<file path="src/rtl/jk_bank_arbiter.sv">
// rtl/jk_bank_arbiter.sv - two-requester arbiter driving a JK flip-flop bank (optional macro: JKC_FIXED_PRIO_EN)
module jk_bank_arbiter #(
    parameter int WIDTH = 8
) (
    input  logic             clk,
    input  logic             rst_n,
    input  logic             req0,
    input  logic             req1,
    input  logic [1:0]       op0,
    input  logic [1:0]       op1,
    input  logic [WIDTH-1:0] mask0,
    input  logic [WIDTH-1:0] mask1,
    input  logic [WIDTH-1:0] q,
    output logic [WIDTH-1:0] j,
    output logic [WIDTH-1:0] k,
    output logic             gnt0,
    output logic             gnt1,
    output logic [WIDTH-1:0] rdata,
    output logic             busy
);

    typedef enum logic [1:0] {
        S_IDLE   = 2'd0,
        S_APPLY  = 2'd1,
        S_SETTLE = 2'd2,
        S_DONE   = 2'd3
    } state_t;

    state_t           r_state;
    state_t           w_state_nxt;
    logic             r_id;
    logic [WIDTH-1:0] r_j;
    logic [WIDTH-1:0] r_k;
    logic             r_gnt0;
    logic             r_gnt1;
    logic [WIDTH-1:0] r_rdata;

    logic             w_any_req;
    logic             w_accept;
    logic             w_win_id;
    logic [1:0]       w_win_op;
    logic [WIDTH-1:0] w_win_mask;
    logic [WIDTH-1:0] w_j_d;
    logic [WIDTH-1:0] w_k_d;
    logic             w_gnt0_d;
    logic             w_gnt1_d;

    assign w_any_req = req0 | req1;
    assign w_accept  = (r_state == S_IDLE) && w_any_req;

`ifdef JKC_FIXED_PRIO_EN
    // Requester 0 wins whenever it asks; requester 1 only when alone.
    assign w_win_id = ~req0;
`else
    logic r_ptr;

    // On a tie the pointer picks; a lone requester always wins.
    assign w_win_id = (req0 && req1) ? r_ptr : req1;

    // Pointer favours the requester not served by the latest accept.
    always_ff @(posedge clk) begin
        if (!rst_n) begin
            r_ptr <= 1'b0;
        end else if (w_accept) begin
            r_ptr <= ~w_win_id;
        end
    end
`endif

    assign w_win_op   = w_win_id ? op1   : op0;
    assign w_win_mask = w_win_id ? mask1 : mask0;

    // State register.
    always_ff @(posedge clk) begin
        if (!rst_n) begin
            r_state <= S_IDLE;
        end else begin
            r_state <= w_state_nxt;
        end
    end

    // Next-state logic: fixed four-step walk once a request is accepted.
    always_comb begin
        w_state_nxt = r_state;
        case (r_state)
            S_IDLE:   if (w_any_req) w_state_nxt = S_APPLY;
            S_APPLY:  w_state_nxt = S_SETTLE;
            S_SETTLE: w_state_nxt = S_DONE;
            S_DONE:   w_state_nxt = S_IDLE;
            default:  w_state_nxt = S_IDLE;
        endcase
    end

    // Output decode: op bit 1 drives J, op bit 0 drives K, both gated by the mask,
    // so the opcode and mask are captured straight into the J/K registers at accept.
    always_comb begin
        w_j_d    = '0;
        w_k_d    = '0;
        w_gnt0_d = 1'b0;
        w_gnt1_d = 1'b0;
        if (w_accept) begin
            w_j_d = w_win_op[1] ? w_win_mask : '0;
            w_k_d = w_win_op[0] ? w_win_mask : '0;
        end
        if (r_state == S_SETTLE) begin
            w_gnt0_d = ~r_id;
            w_gnt1_d = r_id;
        end
    end

    // Registered outputs, winner id and read-back capture at the end of SETTLE.
    always_ff @(posedge clk) begin
        if (!rst_n) begin
            r_id    <= 1'b0;
            r_j     <= '0;
            r_k     <= '0;
            r_gnt0  <= 1'b0;
            r_gnt1  <= 1'b0;
            r_rdata <= '0;
        end else begin
            r_j    <= w_j_d;
            r_k    <= w_k_d;
            r_gnt0 <= w_gnt0_d;
            r_gnt1 <= w_gnt1_d;
            if (w_accept) begin
                r_id <= w_win_id;
            end
            if (r_state == S_SETTLE) begin
                r_rdata <= q;
            end
        end
    end

    assign j     = r_j;
    assign k     = r_k;
    assign gnt0  = r_gnt0;
    assign gnt1  = r_gnt1;
    assign rdata = r_rdata;
    assign busy  = (r_state != S_IDLE);

endmodule

</file>
<file path="config.mk">
export PLATFORM = sky130hd
export DESIGN_NAME = jk_bank_arbiter
export DESIGN_NICKNAME = d
export VERILOG_FILES = /design/src/rtl/jk_bank_arbiter.sv
export SDC_FILE = /design/constraint.sdc
export NUM_CORES = 1
export LEC_CHECK = 0
export ABC_AREA = 1
export BUFFER_PORTS_ARGS = -buffer_cell sky130_fd_sc_hd__buf_2
export CAP_MARGIN = 40
export CORE_UTILIZATION = 25
export DETAILED_ROUTE_END_ITERATION = 7
export GPL_TIMING_DRIVEN = 0
export PLACE_DENSITY_LB_ADDON = 0.05
export SYNTH_ARGS = -nofsm -noshare
export SYNTH_HDL_FRONTEND = slang
export SYNTH_SLANG_ARGS = --single-unit
</file>
<file path="constraint.sdc">
create_clock -name clk -period 2.2 [get_ports clk]
set_input_delay 0.44 -clock clk [delete_from_list [all_inputs] [get_ports clk]]
set_output_delay 0.44 -clock clk [all_outputs]
set_load 0.05 [all_outputs]
</file>
# Yosys cells after proc, flatten, opt, wreduce, memory -nomap -nowiden
# Cells that the tools add are included.
# word_totals
register_bits	30
latch_bits	0
ramBits	0
rom_bits	0
in_bits	32
output_inout_bits	27
n_memories	0
# op_classes
n_addsub	0
mul	0
div	0
order_cmp	0
n_eq_ne	4
shifts	0
n_mux	5
bitwise_logic	3
reduce_logical	7
# op_table
cell	n
$mux 8	1
$pmux 2 s4	1
$reduce_and 3->1	2
$eq 2x2->1 const B	2
$mux 2	2
$eq 2x1->1 const B	1
$logic_and 1x1->1	2
$logic_not 2->1	1
$ne 2x2->1 const B	1
$not 1->1	2
$reduce_and 2->1	1
$reduce_bool 2->1	1
$mux 1	1
$or 1x1->1	1

# Logic depth before layout (Yosys ltp)
# Gate-level depths: netlist (run 1).
# logic_depth
ltp_word	4
ltp_mapped	7

# Least setup slack after synthesis (run 1)
# OpenSTA, ideal clock, no wires.
# synth_timing
path_kind	flip-flop to flip-flop
from	register r_state[0]
to	register r_j[0], in the netlist j[0]
arrival_time_ps	1208
setup_slack_ps	925
path_stages_with_launch	7
period_less_slack_ps	1275
cell_sequence	dfxtp_1 -> inv_1 -> ha_1 -> inv_2 -> nor3_2 -> nand3_2 -> nor2_1
# synth_between
elab_chain_len	3
# synth_lines
element	line_no	source
from (decl)	29	state_t r_state;
from (signal assigned)	78	r_state <= w_state_nxt;
$logic_not 2->1	49	assign w_accept = (r_state == S_IDLE) && w_any_req;
$logic_and 1x1->1	49	
$reduce_and 3->1 (no source line)	n/a	
to (signal assigned)	121	r_j <= w_j_d;
to (decl)	32	logic [WIDTH-1:0] r_j;
# Every way passes these cells.
# A chain may end at the register's enable or synchronous reset.

# Final worst setup path (run 1)
# layout_timing
from	register r_state[1]
to	output busy
# layout_between
elab_chain_len	1
# layout_lines
element	line_no	source
$reduce_bool 2->1	139	assign busy = (r_state != S_IDLE);
to (decl)	19	output logic busy
# Every way passes these cells.

==> metrics.yaml, run 1 <==
sta:
  hold_viol_final: 0
  fin_skew_ps: 2.68
  tns_ps: 0
  finalCriticalPeriod_ps: 1720
  timing.fmax_mhz: 580
  setup-violations-final: 0
  slew_viol_final: 0
  rsz0062_at_grt: "false"
  slew_headroom: 0.738
  post-route-period-util: 0.784
  hold_slack_ps: 390
  worst_pin_slew_ps: 393
clocking:
  postCtsSetupRepairBufs: 0
  clock_sinks: 30
  cts.path.max_buffers: 2
  root_buffer: "clkbuf_8"
  clk_pin_slew_worst_paths_ps: 60
  cts_resized: 0
  cts-buffers-inserted: 5
  insertion_delay_ps: 270
  postCtsHoldBufs: 0
  cts_tree: "built"
  htreeDepth: 2
worst_setup_path:
  arrival_ps: 1280
  r2r_cells: 6
  crit_fanout: 5
  r2r_slack_ps: 780
  r2r-end: "k[5]$_SDFF_PN0_"
  critPathMaxStageDelay_ps: 360
  path_class: "reg -> out"
  setup.worst_path.start_class: "flip-flop"
  worstSetupEndpointType: "primary output"
  crit_chain: "inv_1 > ha_1 > inv_2 > buf_2"
  r2r-start: "r_state[0]$_SDFFE_PN0P_"
  critical_path.slowest_cell: "dfxtp_1"
  worst_ep_required_time_ps: 1760
global_routing:
  overflow: 0
  grt_use_total: 0.123
  grt_max_degree: 11
  antenna_found_initial: 0
  grt_pass1_vias: 950
  grt_pass1_wl_um: 4090
yosys:
  yosys-top-cells-area: "dfxtp_1, nor2_1, inv_1"
  avgSynthCellArea_um2: 8.33
  yosysWarnings: 0
  synth_most_common_cell: "nor2_1"
  synth_area_leader_cell: "dfxtp_1"
  synth-edff-count: 0
  ys_seq_elements: 30
  yosys-top-cells-count: "nor2_1, dfxtp_1, inv_1, nand2_1, o21ai_0"
  ys_seq_area_frac: 0.546
  netlist.area_leader.share: 0.546
  ys_types: 22
  async_flop_share: 0
  synth_cells: 132
  synth_nets: 166
  synth_area_mm2: 0.00110
  ys.flop_type: "dfxtp_1"
power:
  power_leakage_nw: 0.844
  max-vdd-ir-drop_mv: 0.295
  p_per_area_mw_per_mm2: 1260
routing:
  via_per_inst: 4.22
  ant_nets: 0
  drc: 0
  totalWireLength_um: 2640
  drt_first_pass_iters: 4
  drt-initial-drc-count: 34
  vias: 1047
  wl_per_cell_um: 10.6
floorplan:
  rows: 23
  fp.dieH_um: 68.3
  die_w_um: 68.3
  die-area_mm2: 0.00467
  start_util: 0.267
  ios: 59
  core_mm2: 0.00412
finish:
  fillers: 448
  layout-drive-gt1-share: 0.404
  fin_nets: 231
  synthToLayoutAreaGrowth_pct: 40.4
  antenna_cells: 0
worst_hold_path:
  hold_end: "rdata[4]$_SDFFE_PN0N_"
  hold_path_depth: 3
  hp-start: "q[4]"
  min_path_type: "in -> reg"
place:
  dpl.hpwl_um: 2030
  portBuffers: 58
  place_congestion: 0.639
run:
  max_cap_violations: 0
status:
  outcome: "finished, final reports clean"
layout by cell type, fill, tap and decap left out:
cell type / synthesis / final
clkinv_1: 1 / 1
buf_6: 1 / 1
nor2_1: 32 / 32
o21ai_2: 6 / 6
nor3_1: 1 / 1
nand3b_1: 2 / 2
and3_1: 1 / 1
inv_2: 1 / 1
o21ai_0: 10 / 10
dfxtp_1: 30 / 30
buf_2: 1 / 59
ha_1: 2 / 2
nand3_1: 2 / 2
clkbuf_8: 0 / 6
nor2_2: 1 / 1
clkinv_2: 0 / 1
a21oi_1: 4 / 4
clkbuf_1: 1 / 2
nand2_1: 14 / 14
nand2_2: 2 / 2
nand3_2: 2 / 2
inv_1: 15 / 15
nor3_2: 1 / 1
o21ai_1: 2 / 2
cell families (layout without fill, tap and decap cells):
| family | after synthesis | in the layout | synth area share |
|---|---|---|---|
| buffers and inverters | 20 | 86 | 0.0762 |
| adder cells (fa/ha/maj) | 2 | 2 | 0.0227 |
| flip-flops | 30 | 30 | 0.546 |
| AND/OR/NAND/NOR | 58 | 58 | 0.234 |
| AO/OA/AOI/OAI | 22 | 22 | 0.121 |
through the flow:
| stage | instance area, µm² | power (W) | instances | util | worst slack, ps |
|---|---|---|---|---|---|
| 4_1_cts | 1540 | 0.00198 | 248 | 0.375 | 445 |
| 3_5_place_dp | 1450 | 0.00153 | 240 | 0.353 | 754 |
| 6_report | 1540 | 0.00194 | 248 | 0.375 | 476 |
| 3_3_place_gp | 1450 | 0.00151 | 240 | 0.353 | 789 |
| 5_1_grt | 1540 | 0.00208 | 248 | 0.375 | 384 |
| 2_1_floorplan | 1100 | 0.00132 | 132 | - | 925 |
state kept, by name, summed over array words and instances, names as in the netlist:
signal   count
gnt1         1
r_state      2
r_ptr        1
k            8
gnt0         1
j            8
rdata        8
r_id         1
worst max path at each step:
stage	slack [ps]	to	from
after floorplan	920	j[0]$_SDFF_PN0_	r_state[0]$_SDFFE_PN0P_
after global placement	790	busy	r_state[0]$_SDFFE_PN0P_
after detailed placement	750	k[5]$_SDFF_PN0_	r_state[1]$_SDFFE_PN0P_
after CTS	450	busy	r_state[1]$_SDFFE_PN0P_
after global routing	380	busy	r_state[1]$_SDFFE_PN0P_
final	480	busy	r_state[1]$_SDFFE_PN0P_
where the power goes:
group          internal, W  switching [W]  total [W]
combinational     0.000191       0.000610   0.000801
clock             0.000252       0.000187   0.000439
sequential        0.000660      0.0000422   0.000702
layout make-up:
cell class	instances	area [µm²]	area share
Multi-Input combinational cell	82	415	0.269
Inverter	17	63.8	0.0413
Buffer	3	20.0	0.0130
Sequential cell	30	601	0.389
Clock inverter	1	5.00	0.00324
Timing Repair Buffer	58	290	0.188
Tap cell	50	62.6	0.0405
Clock buffer	7	86.3	0.0559
worst max-delay path, delay by kind of cell, from the launching register on:
kind / cells / cell delay (ps)
flip-flops: 1 / 360
adder cells (fa/ha/maj): 1 / 240
buffers and inverters: 3 / 410
layer usage:
metal,wire (µm),vias up,global-route usage,share of wire
met3,246,4,0.0550,0.093
met4,32,0,0.0547,0.012
met2,1180,45,0.194,0.45
met5,0,-,0,0
li1,-,539,-,-
met1,1170,459,0.143,0.45
(Power assumes the default switching activity.)
==> run 2, diff against run 1 <==
--- a/config.mk
+++ b/config.mk
@@ -5,7 +5,7 @@
 export SDC_FILE = /design/constraint.sdc
 export NUM_CORES = 1
 export LEC_CHECK = 0
-export ABC_AREA = 1
+export ABC_AREA = 0
 export BUFFER_PORTS_ARGS = -buffer_cell sky130_fd_sc_hd__buf_2
 export CAP_MARGIN = 40
 export CORE_UTILIZATION = 25
==> constraint.sdc (replaced) <==
create_clock -name clk -period 1.6 [get_ports clk]
set_input_delay 0.32 -clock clk [delete_from_list [all_inputs] [get_ports clk]]
set_output_delay 0.32 -clock clk [all_outputs]
set_load 0.05 [all_outputs]
==> metrics.yaml, run 2 <==
global_routing:
  use_met3: 0.0494
  grt_pass1_vias: 1126
  met1_usage: 0.175
  grt_max_degree: 11
  grt.busiest_layer: "met2"
  antenna_found_initial: 0
  overflow: 0
  grt_use_total: 0.136
  use_met2: 0.201
  grt_pass1_wl_um: 5350
routing:
  drt_first_pass_iters: 4
  wl_per_cell_um: 12.3
  drt-initial-drc-count: 58
  totalWireLength_um: 3320
  via_per_inst: 4.31
  vias: 1159
  drc: 0
  ant_nets: 0
yosys:
  synth_cells: 138
  ys_seq_elements: 30
  yosys-top-cells-count: "dfxtp_1, nand2_1, a21oi_1, o21a_1"
  avgSynthCellArea_um2: 9.25
  ys_seq_area_frac: 0.471
  synth_area_leader_cell: "dfxtp_1"
  ys_types: 25
  muxShareOfSynthArea: 0.0627
  netlist.area_leader.share: 0.471
  yosysWarnings: 0
  async_flop_share: 0
  ys.flop_type: "dfxtp_1"
  synthXorXnorAreaFrac: 0
  synth_nets: 172
  synthAdderAreaFrac: 0.0196
  synth_area_mm2: 0.00128
  yosys.area_share.simple: 0.173
  synth_compound_area_frac: 0.228
  yosys-top-cells-area: "dfxtp_1, o21a_1, a21oi_1"
  synth-edff-count: 0
  synth_top_family_by_area: "compound AO/OA/AOI/OAI gates"
  synth_most_common_cell: "dfxtp_1"
power:
  power_frac_comb: 0.401
  p_clk_frac: 0.245
  switching_share: 0.399
  p_switching_w: 0.00103
  power_w: 0.00257
  power_frac_seq: 0.355
  power_leakage_nw: 0.833
  p_int_w: 0.00155
  p_per_area_mw_per_mm2: 1480
  max-vdd-ir-drop_mv: 0.562
clocking:
  postCtsSetupRepairBufs: 0
  clk_pin_slew_worst_paths_ps: 70
  insertion_delay_ps: 280
  root_buffer: "clkbuf_8"
  cts_tree: "built"
  clock_sinks: 30
  cts-buffers-inserted: 5
  cts.path.max_buffers: 2
  htreeDepth: 2
place:
  portBuffers: 56
  place_congestion: 0.696
  dpl.hpwl_um: 2430
  place_area_mm2: 0.00164
sta:
  finalCriticalPeriod_ps: 1470
  slew_viol_final: 0
  post-route-period-util: 0.919
  fin_skew_ps: 5.38
  hold_viol_final: 0
  worst_pin_slew_ps: 395
  timing.fmax_mhz: 680
  slew_headroom: 0.737
  tns_ps: 0
  setup-violations-final: 0
  rsz0062_at_grt: "false"
  hold_slack_ps: 293
finish:
  fillers: 532
  fin_nets: 235
  layout-drive-gt1-share: 0.371
  layout_common_cells: "buf_2, dfxtp_1, nand2_1"
  final_common_cell: "buf_2"
  design_area_mm2: 0.00174
  antenna_cells: 0
  synthToLayoutAreaGrowth_pct: 36.4
worst_setup_path:
  critical_path.slowest_cell: "dfxtp_1"
  arrival_ps: 1150
  crit_chain: "inv_1 > ha_2 > inv_2 > buf_6"
  crit_buf_inv: 3
  worstSetupEndpointType: "primary output"
  cp_top_family: "flip-flops"
  worst_ep_required_time_ps: 1280
  setup.worst_path.start_class: "flip-flop"
  path_class: "reg -> out"
  critPathMaxStageDelay_ps: 340
  r2r-start: "r_state[0]$_SDFFE_PN0P_"
  crit_fanout: 7
  crit_start: "r_state[0]$_SDFFE_PN0P_"
floorplan:
  die-area_mm2: 0.00539
  fp.dieH_um: 73.5
  start_util: 0.265
  die_w_um: 73.5
  core_mm2: 0.00482
  rows: 25
  ios: 59
status:
  outcome: "finished, final reports clean"
run:
  max_cap_violations: 0
worst_hold_path:
  hp-start: "q[5]"
  min_path_type: "in -> reg"
[run 2: cell families (layout without fill, tap and decap cells)]
logic type,count (synthesis),in the layout
and+or+nand+nor,44,44
AOI/OAI and AO/OA,42,42
DFF,30,30
buffers and inverters,12,76
muxes,8,8
adders and majority gates,2,2
[run 2: power by group through the flow]
stage	logic [W]	registers [W]	clock network, W
4_1_cts	0.00103	0.000915	0.000644
3_5_place_dp	0.00100	0.000930	0
3_3_place_gp	0.000993	0.000925	0
5_1_grt	0.00112	0.000926	0.000699
6_report	0.00103	0.000912	0.000630
2_1_floorplan	0.000483	0.00121	0
[run 2: worst min-delay path: stages]
cell,delay [ps]
buf_2,70
mux2i_1,50
nor2b_1,90
[run 2: per-stage QoR]
stage               instances  setup WS, ps   util
floorplan                 138           136      -
global placement          261           258  0.341
detailed placement        261           231  0.341
CTS                       269          10.7  0.361
global route              269          49.6  0.361
finish                    269           130  0.361
[run 2: layout make-up]
type / instances / area, µm² / area share
clock inverters: 1 / 5.00 / 0.00288
flip-flops and latches: 30 / 601 / 0.345
plain buffers: 9 / 47.5 / 0.0273
inverters: 3 / 11.3 / 0.00647
clock buffers: 7 / 86.3 / 0.0496
well taps: 67 / 83.8 / 0.0482
repair buffers: 56 / 287 / 0.165
multi-input cells: 96 / 619 / 0.356
[run 2: routing by layer]
metal,vias up,part of all wire
li1,597,-
met1,516,0.48
met2,39,0.43
met3,7,0.070
met4,0,0.017
met5,-,0
[run 2: path summary, 6_finish.rpt]
kind / endpoint / slack, ps / depth (start not counted)
max reg2reg: k[3]$_SDFF_PN0_ / 290 / 5
min reg2reg: gnt0$_SDFF_PN0_ / 450 / 1
min: rdata[5]$_SDFFE_PN0N_ / 290 / 3
max: busy / 130 / 4
[run 2: timing repair]
action | 4_1_cts | 5_1_grt
resized for setup | 2 | 2
hold buffers | 0 | 0
setup endpoints to repair | 1 | 1
